===== src/rtl/rtc_sched_pkg.sv =====
// Shared encodings for the RTC command scheduler: command ids, FSM states,
// pending-bit positions and the priority/one-hot helpers built on them.
package rtc_sched_pkg;

  localparam int NCMD = 6;

  localparam logic [2:0] CMD_NONE  = 3'd0;
  localparam logic [2:0] CMD_INIC  = 3'd1;
  localparam logic [2:0] CMD_STOP  = 3'd2;
  localparam logic [2:0] CMD_HORA  = 3'd3;
  localparam logic [2:0] CMD_FECHA = 3'd4;
  localparam logic [2:0] CMD_TIMER = 3'd5;
  localparam logic [2:0] CMD_LEER  = 3'd6;

  // Pending-bit positions; lower index means higher priority, and cmd id = index + 1.
  localparam int P_INIC  = 0;
  localparam int P_STOP  = 1;
  localparam int P_HORA  = 2;
  localparam int P_FECHA = 3;
  localparam int P_TIMER = 4;
  localparam int P_LEER  = 5;

  localparam logic [NCMD-1:0] PEND_RST = 6'b000001;

  typedef enum logic [1:0] {
    ST_IDLE  = 2'd0,
    ST_ISSUE = 2'd1,
    ST_WAIT  = 2'd2,
    ST_DONE  = 2'd3
  } state_e;

  function automatic logic [2:0] pick_cmd(input logic [NCMD-1:0] pend);
    logic [2:0] c;
    c = CMD_NONE;
    for (int i = NCMD - 1; i >= 0; i--) begin
      if (pend[i]) c = 3'(i + 1);
    end
    return c;
  endfunction

  function automatic logic [NCMD-1:0] cmd_onehot(input logic [2:0] c);
    logic [NCMD-1:0] v;
    v = '0;
    case (c)
      CMD_INIC:  v[P_INIC]  = 1'b1;
      CMD_STOP:  v[P_STOP]  = 1'b1;
      CMD_HORA:  v[P_HORA]  = 1'b1;
      CMD_FECHA: v[P_FECHA] = 1'b1;
      CMD_TIMER: v[P_TIMER] = 1'b1;
      CMD_LEER:  v[P_LEER]  = 1'b1;
      default:   v = '0;
    endcase
    return v;
  endfunction

endpackage


===== src/rtl/rtc_read_tick.sv =====
// Free-running read-period counter; tick is high for the one cycle the counter
// sits at READ_PERIOD-1 while enabled. Disabling freezes the count in place.
module rtc_read_tick #(
  parameter int unsigned READ_PERIOD = 10_000_000
) (
  input  logic clk,
  input  logic reset,
  input  logic auto_en,
  output logic tick
);

  localparam int unsigned CW = (READ_PERIOD > 1) ? $clog2(READ_PERIOD) : 1;
  localparam logic [CW-1:0] CNT_LAST = CW'(READ_PERIOD - 1);

  logic [CW-1:0] cnt_q;
  logic [CW-1:0] cnt_d;
  logic          at_last;

  assign at_last = (cnt_q == CNT_LAST);
  assign tick    = auto_en & at_last;

  always_comb begin
    cnt_d = cnt_q;
    if (auto_en) begin
      cnt_d = at_last ? '0 : cnt_q + 1'b1;
    end
  end

  always_ff @(posedge clk) begin
    if (!reset) begin
      cnt_q <= '0;
    end else begin
      cnt_q <= cnt_d;
    end
  end

endmodule


===== src/rtl/rtc_cmd_sched.sv =====
// Serialises RTC controller commands: sticky pending bits, fixed priority, one
// registered strobe per command, wait for ready rising edge or watchdog expiry.
module rtc_cmd_sched
  import rtc_sched_pkg::*;
#(
  parameter int unsigned READ_PERIOD = 10_000_000,
  parameter int unsigned TIMEOUT     = 4096
) (
  input  logic       clk,
  input  logic       reset,
  input  logic       req_hora,
  input  logic       req_fecha,
  input  logic       req_timer,
  input  logic       req_stop_ring,
  input  logic       req_leer,
  input  logic       auto_en,
  input  logic       ready,
  output logic       inic,
  output logic       stop_ring,
  output logic       esc_hora,
  output logic       esc_fecha,
  output logic       esc_timer,
  output logic       leer,
  output logic       busy,
  output logic       done,
  output logic [2:0] cmd_id,
  output logic       timeout_err
);

  localparam int unsigned WW = (TIMEOUT > 1) ? $clog2(TIMEOUT) : 1;
  // Leaving WAIT when the count is one short of TIMEOUT-1 makes the error flag
  // visible exactly TIMEOUT cycles after the strobe.
  localparam logic [WW-1:0] WD_EXPIRE = WW'(TIMEOUT - 2);

  state_e          state_q, state_d;
  logic [2:0]      sel_q, sel_d;
  logic [NCMD-1:0] pend_q, pend_d;
  logic [NCMD-1:0] req_set;
  logic [WW-1:0]   wd_q, wd_d;
  logic            ready_q;
  logic            rdy_edge;
  logic            wd_expire;
  logic            tick;

  logic [NCMD-1:0] strb_q, strb_d;
  logic            busy_q, busy_d;
  logic            done_q, done_d;
  logic [2:0]      cmd_q, cmd_d;
  logic            terr_q, terr_d;

  rtc_read_tick #(
    .READ_PERIOD(READ_PERIOD)
  ) u_read_tick (
    .clk    (clk),
    .reset  (reset),
    .auto_en(auto_en),
    .tick   (tick)
  );

  assign rdy_edge  = ready & ~ready_q;
  assign wd_expire = (wd_q == WD_EXPIRE);
  assign req_set   = {req_leer | tick, req_timer, req_fecha, req_hora, req_stop_ring, 1'b0};

  // Set wins over clear, so a request landing during ISSUE survives for a re-issue.
  always_comb begin
    pend_d = pend_q;
    if (state_q == ST_ISSUE) begin
      pend_d = pend_d & ~cmd_onehot(sel_q);
    end
    pend_d = pend_d | req_set;
  end

  always_comb begin
    wd_d = '0;
    if (state_q == ST_WAIT) begin
      wd_d = wd_q + 1'b1;
    end
  end

  always_comb begin
    state_d = state_q;
    sel_d   = sel_q;
    case (state_q)
      ST_IDLE: begin
        if (|pend_q) begin
          sel_d   = pick_cmd(pend_q);
          state_d = ST_ISSUE;
        end
      end
      ST_ISSUE: state_d = ST_WAIT;
      ST_WAIT: begin
        if (rdy_edge) begin
          state_d = ST_DONE;
        end else if (wd_expire) begin
          state_d = ST_IDLE;
        end
      end
      ST_DONE: state_d = ST_IDLE;
      default: state_d = ST_IDLE;
    endcase
  end

  // Outputs are decoded from the next state so every output is a flop.
  always_comb begin
    strb_d = '0;
    busy_d = 1'b0;
    done_d = 1'b0;
    cmd_d  = CMD_NONE;
    terr_d = terr_q;
    case (state_d)
      ST_ISSUE: begin
        strb_d = cmd_onehot(sel_d);
        busy_d = 1'b1;
        cmd_d  = sel_d;
      end
      ST_WAIT: begin
        busy_d = 1'b1;
        cmd_d  = sel_d;
      end
      ST_DONE: begin
        done_d = 1'b1;
        terr_d = 1'b0;
      end
      default: begin
      end
    endcase
    if ((state_q == ST_WAIT) && !rdy_edge && wd_expire) begin
      terr_d = 1'b1;
    end
  end

  always_ff @(posedge clk) begin
    if (!reset) begin
      state_q <= ST_IDLE;
      sel_q   <= CMD_NONE;
      pend_q  <= PEND_RST;
      wd_q    <= '0;
      ready_q <= 1'b0;
      strb_q  <= '0;
      busy_q  <= 1'b0;
      done_q  <= 1'b0;
      cmd_q   <= CMD_NONE;
      terr_q  <= 1'b0;
    end else begin
      state_q <= state_d;
      sel_q   <= sel_d;
      pend_q  <= pend_d;
      wd_q    <= wd_d;
      ready_q <= ready;
      strb_q  <= strb_d;
      busy_q  <= busy_d;
      done_q  <= done_d;
      cmd_q   <= cmd_d;
      terr_q  <= terr_d;
    end
  end

  assign inic        = strb_q[P_INIC];
  assign stop_ring   = strb_q[P_STOP];
  assign esc_hora    = strb_q[P_HORA];
  assign esc_fecha   = strb_q[P_FECHA];
  assign esc_timer   = strb_q[P_TIMER];
  assign leer        = strb_q[P_LEER];
  assign busy        = busy_q;
  assign done        = done_q;
  assign cmd_id      = cmd_q;
  assign timeout_err = terr_q;

endmodule


===== config.mk =====
export PLATFORM = sky130hd
export DESIGN_NAME = rtc_cmd_sched
export DESIGN_NICKNAME = d
export VERILOG_FILES = /design/src/rtl/rtc_sched_pkg.sv /design/src/rtl/rtc_read_tick.sv /design/src/rtl/rtc_cmd_sched.sv
export SDC_FILE = /design/constraint.sdc
export NUM_CORES = 1
export LEC_CHECK = 0
export CAP_MARGIN = 20
export CORE_ASPECT_RATIO = 1.1
export CORE_UTILIZATION = 35
export CTS_BUF_LIST = sky130_fd_sc_hd__clkbuf_4
export CTS_CLUSTER_SIZE = 12
export DETAILED_ROUTE_END_ITERATION = 7
export SYNTH_ARGS = -nofsm -noshare
export SYNTH_HDL_FRONTEND = slang
export SYNTH_SLANG_ARGS = --single-unit

===== constraint.sdc =====
create_clock -name clk -period 1.95 [get_ports clk]
set_input_delay 0.2925 -clock clk [delete_from_list [all_inputs] [get_ports clk]]
set_output_delay 0.2925 -clock clk [all_outputs]
set_load 0.05 [all_outputs]

* After elaboration in Yosys (flattened, before gate mapping)
Cells that the tools add are included.
** Storage, ports and cells
- Flip-flop bits (word level) :: 60
- Input port bits :: 9
- Output and inout bits :: 12
- Word-level logic and storage cells :: 86
** Cells by class
- Add/subtract/negate cells :: 2
- Equal/unequal tests :: 20
- Muxes and demuxes :: 36
- Bitwise operators :: 7
- Reduce and logical (&&, ||, !) cells :: 10
** Operator list (count)
- adder 24 x 1 -> 24 bit (second input constant) :: 1
- == test 24 bit (second input constant) :: 1
- two-way mux 24 bit :: 1
- two-way mux 3 bit :: 8
- two-way mux 1 bit :: 22
- == test 3 bit (second input constant) :: 6
- adder 12 x 1 -> 12 bit (second input constant) :: 1
- == test 12 bit (second input constant) :: 1
- == test 3 x 2 -> 1 bit (second input constant) :: 4
- == test 2 bit (second input constant) :: 4
- one-hot mux 2 bit (4 select lines) :: 1
- AND 6 bit :: 1
- == test 3 x 1 -> 1 bit (second input constant) :: 2
- two-way mux 2 bit :: 3
- two-way mux 6 bit :: 1
- NOT 6 bit :: 1
- bitwise OR 6 bit :: 1
- AND reduction 2 bit :: 3
- OR reduction 6 bit :: 1
- == test 2 x 1 -> 1 bit (second input constant) :: 2
- AND 1 bit :: 2
- logical AND 1 bit :: 2
- logical NOT 2 bit :: 1
- nonzero test 2 bit :: 1
- other kinds (4) :: 4

* Depth between registers and ports, before layout
Gate-level depths: netlist of run 1.
- Depth after elaboration :: 10
- Mapped depth :: 10
- Depth with buffers taken out :: 10

* By module
From an unflattened synthesis of run 1, not the netlist that was laid out.
** Unflattened totals
- Cell total of the unflattened synthesis :: 290
- Area total of the unflattened synthesis :: 2707.6 µm²
** Modules (own cells, without submodules)
- rtc_cmd_sched :: instances 1, cells an instance 157, area each 1493.9 µm², seq. area each 720.7 µm²
- rtc_read_tick :: instances 1, cells an instance 133, area each 1213.7 µm², seq. area each 480.5 µm²

* Least setup slack after synthesis of run 1
No wires, ideal clock.
- Kind :: reg2reg
- Start :: register wd_q[6]
- End :: register strb_q[1]
- Setup time :: 0.060 ns
- Data arrival time :: 1.729 ns
- Data required time :: 1.890 ns
- Slack :: 0.161 ns
- Stages on the path, launching flop included :: 9
- Path buffers :: 0
- Clock period less this slack :: 1.789 ns
- Cell sequence :: dfxtp_1 -> and4_1 -> nand2_1 -> nor4_1 -> o21a_1 -> ha_1 -> nand3_1 -> o22ai_1 -> and3_1
** Between the ends
- Longest elaborated chain between the ends :: 6
** RTL lines
- start, declared :: RTL line rtc_cmd_sched.sv:39 : logic [WW-1:0] wd_q, wd_d;
- start signal, assigned :: RTL line rtc_cmd_sched.sv:148 : wd_q <= wd_d;
- == test 12 bit :: RTL line rtc_cmd_sched.sv:61 : assign wd_expire = (wd_q == WD_EXPIRE);
- two-way mux 2 bit :: RTL line rtc_cmd_sched.sv:94 : end else if (wd_expire) begin
- two-way mux 2 bit :: RTL line rtc_cmd_sched.sv:92 : if (rdy_edge) begin
- one-hot mux 2 bit (4 select lines) :: RTL line rtc_cmd_sched.sv:83 : case (state_q)
- == test 2 x 1 -> 1 bit :: RTL line rtc_cmd_sched.sv:110 : case (state_d)
- AND reduction 2 bit (no source line)
- end signal, assigned :: RTL line rtc_cmd_sched.sv:150 : strb_q <= strb_d;
- end, declared :: RTL line rtc_cmd_sched.sv:45 : logic [NCMD-1:0] strb_q, strb_d;
No other way between the ends.
A chain may end at the register's enable or synchronous reset.

* Final worst setup path of run 1
- Start :: register terr_q, in the netlist timeout_err
- End :: output port timeout_err
** RTL lines
- start, declared :: RTL line rtc_cmd_sched.sv:49 : logic terr_q, terr_d;
- start signal, assigned :: RTL line rtc_cmd_sched.sv:154 : terr_q <= terr_d;
- end, declared :: RTL line rtc_cmd_sched.sv:27 : output logic timeout_err
No word-level cell between the ends.

==> flow_summary_export.csv, run 1 <==
group,metric,value,unit
power,switchingPower,726.7,uW
clock_network,clk_pin_slew,0.10,ns
power,p_seq_share,51.5,%
layout,finish.utilization,45.79,%
timing,setup_viol,0,
worst_setup_path,crit-reg2reg-launch,"wd_q[9]$_SDFF_PN0_",
clock_network,numClockSinks,60,
clock_network,cts_buffer_depth,2,
grt,grt_pass1_vias,1875,
logic_synthesis,synth_top_area_share,48.17,%
logic_synthesis,netlist_area,2494,sq um
timing,finalHoldViolations,0,
layout,seq_area,1207,sq um
place,dp_hpwl,3299,um
worst_setup_path,cp_max_fo,2,
timing,fmax,544.2,MHz
grt,globalRoute.totalOverflow,0,
clock_network,cts_root_buf,"clkbuf_4",
grt,antenna_found_initial,0,
logic_synthesis,synthArstFlopShare,0,%
timing,slew_headroom,66.71,%
timing,worstMarginPinSlew,0.4978,ns
grt,grt_start_max_net_pins,23,
logic_synthesis,postSynth.topFlopCell,"dfxtp_1",
die,die_area,7467,sq um
min_path,min_to,"pend_q[4]$_SDFF_PN0_",
power,combPwrFrac,18.0,%
detailed_routing,finalWirelength,4650,um
logic_synthesis,syn_inst,279,
logic_synthesis,synth_nets,293,
logic_synthesis,synth_warnings,0,
worst_setup_path,crit_buf_inv,1,
outcome,status,"complete, no violations",
layout,nets,340,
logic_synthesis,ys_top_cells_by_area,"dfxtp_1 (48%), xor2_1 (8.4%), nor2_1 (7.5%)",
min_path,worstHoldPathType,"input port to flip-flop",
worst_setup_path,crit_chain,"clkdlybuf4s50_1",
worst_setup_path,crit_family,"buffers and inverters",
worst_setup_path,startpoint_type,"flip-flop",
timing,skew,0.01361,ns
detailed_routing,drc,0,
detailed_routing,drt-initial-drc-count,39,
logic_synthesis,synth_seq_cells,60,
timing,maxSlewViolCount,0,
layout,mostFrequentLayoutCell,"dfxtp_1",
logic_synthesis,ys_types,43,
power,p_leak,0.001159,uW
die,start_util,36.95,%
detailed_routing,routed-via-count,1968,
layout,final_cell_area,3090,sq um
die,die_y,90.53,um
worst_setup_path,rr_endpoint,"strb_q[2]$_SDFF_PN0_",
die,pin_count,21,
place,io_buffers,20,
logic_synthesis,synth-edff-count,0,
worst_setup_path,cpMaxStageDelayCell,"clkdlybuf4s50_1",
worst_setup_path,worstSetupPathType,"flip-flop to output pin",
min_path,whs_path_depth,3,
layout,drive_above_1_share,16.72,%
worst_setup_path,crit_required,1.66,ns
die,rows,31,
clock_network,cts_buffers,9,
grt,grt_pass1_wl,7997,um
detailed_routing,wire_per_inst,11.31,um
worst_setup_path,slowest_delay,0.81,ns
detailed_routing,detail_route.first_pass.iterations,4,
power,swShare,28.08,%
place,routabilityCongestion,0.8021,
clock_network,tritoncts,"built",
logic_synthesis,synth_area_leader_cell,"dfxtp_1",
grt,grt_usage,14.01,%
layout,multiInputGateArea,1249,sq um
min_path,min_from,"req_timer",
timing,period_needed,1.837,ns
power,power_density,837.5,nW/um^2
detailed_routing,vias_per_cell,4.788,
worst_setup_path,end_kind,"output pin",
die,die_w,82.48,um
logic_synthesis,synth_seq_area_share,48.17,%
layout,area_growth_syn_to_layout,23.93,%
layout,n_fill_cell,665,
worst_setup_path,r2r_setup_slack,0.12,ns
layout,final_cell_mix,"dfxtp_1 (55), nor2_1 (50), xor2_1 (24)",
logic_synthesis,avgSynthCellArea,8.938,sq um
flow_run,timing.max_cap.violations,0,
clock_network,insertion_delay,0.39,ns
worst_setup_path,crit_arrival,1.54,ns
power,clkPwrFrac,30.5,%
power,internal_power,1862,uW
detailed_routing,ant_nets,0,
clock_network,cts_max_level,3,
power,vdd_drop_max,634.0,uV
worst_setup_path,ff2ff_path_depth,8,
place,dpl-instance-area,2893,sq um
layout,num_antenna_cells,0,
die,core,6749,sq um
timing,timing.final.crit_share,94.23,%
-- power groups by stage --
stage	sequential (uW)	combinational [uW]	clock [uW]
final	1330	466	790
after global routing	1340	513	889
after CTS	1330	443	821
after detailed placement	1360	442	0
after global placement	1360	441	0
after floorplan	1450	195	0
-- flip-flops by register name, summed over array words and instances (netlist names) --
register and cells:
sel_q 3, done 1, wd_q 12, strb_q 6
pend_q 6, cmd_id 3, state_q 2, u_read_tick.cnt_q 24
timeout_err 1, busy 1, ready_q 1
-- cell type report --
type,count,share of cell area (%)
Clock buffer,10,2.429
Clock inverter,4,1.377
Inverter,13,1.579
Multi-Input combinational cell,200,40.40
Sequential cell,60,39.07
Tap cell,82,3.320
Timing Repair Buffer,42,11.82
-- layer usage --
metal | wire length, um | global-route usage [%] | up-vias | part of all wire (%)
li1 | - | - | 1034 | -
met1 | 2228 | 17.16 | 889 | 48
met2 | 2161 | 22.38 | 33 | 46
met3 | 169 | 4.242 | 12 | 3.6
met4 | 89 | 5.702 | 0 | 1.9
met5 | 0 | 0 | - | 0
-- Yosys cell counts (3+ instances only) --
cell type  number
dfxtp_1        60
nor2_1         50
xor2_1         24
nand2_1        19
nand3_1        17
inv_1          13
nand4_1        12
a21oi_1        10
xnor2_1         8
ha_1            5
nor4_1          5
nor3_1          4
and2_1          3
and3_1          3
clkbuf_1        3
nand2b_1        3
nor2_2          3
nor2b_1         3
o21ai_0         3
o31ai_1         3
-- cells by family after synthesis --
group	Yosys count	share of synthesized area, %
buf+inv	19	3.512
xor+xnor	32	11.24
fa+ha+maj	5	2.509
mux	3	1.254
compound gates	23	5.670
simple gates	137	27.65
flops	60	48.17
-- how the worst max path moves through the flow --
stage	startpoint	to	slack, ns	cells past startpoint
global placement	ready	strb_q[2]$_SDFF_PN0_	-0.13	8
finish	timeout_err$_SDFFE_PN0P_	timeout_err	0.11	1
global route	wd_q[9]$_SDFF_PN0_	strb_q[2]$_SDFF_PN0_	-0.007	8
floorplan	wd_q[6]$_SDFF_PN0_	strb_q[1]$_SDFF_PN0_	0.16	8
detailed placement	ready	strb_q[2]$_SDFF_PN0_	-0.23	8
CTS	timeout_err$_SDFFE_PN0P_	timeout_err	0.07	1
-- metrics by stage --
step	setup slack [ns]	setup TNS, ns	hold slack, ns	total power (uW)	std cells
final	0.1126	0	0.4343	2588	411
after global routing	-0.006556	-0.01164	0.4483	2745	411
after CTS	0.07344	0	0.4084	2596	407
after detailed placement	-0.2291	-1.882	0.4680	1802	393
after global placement	-0.1277	-0.6912	0.4630	1799	393
after floorplan	0.1605	0	0.4099	1649	279
-- timing repair --
item / CTS / global route
buffers inserted: 0 / 4
resized for setup: 1 / 12
hold buffers: 0 / 0
endpoints found under the setup margin: 3 / 3
pin swaps: 2 / 6
Note: power is estimated with default switching activity, not from simulation.
==> run 2: changes to the inputs <==
CAP_MARGIN = 30   (was 20)
==> results of run 2 <==
Final layout, timing and power as in run 1 (identical DEF).
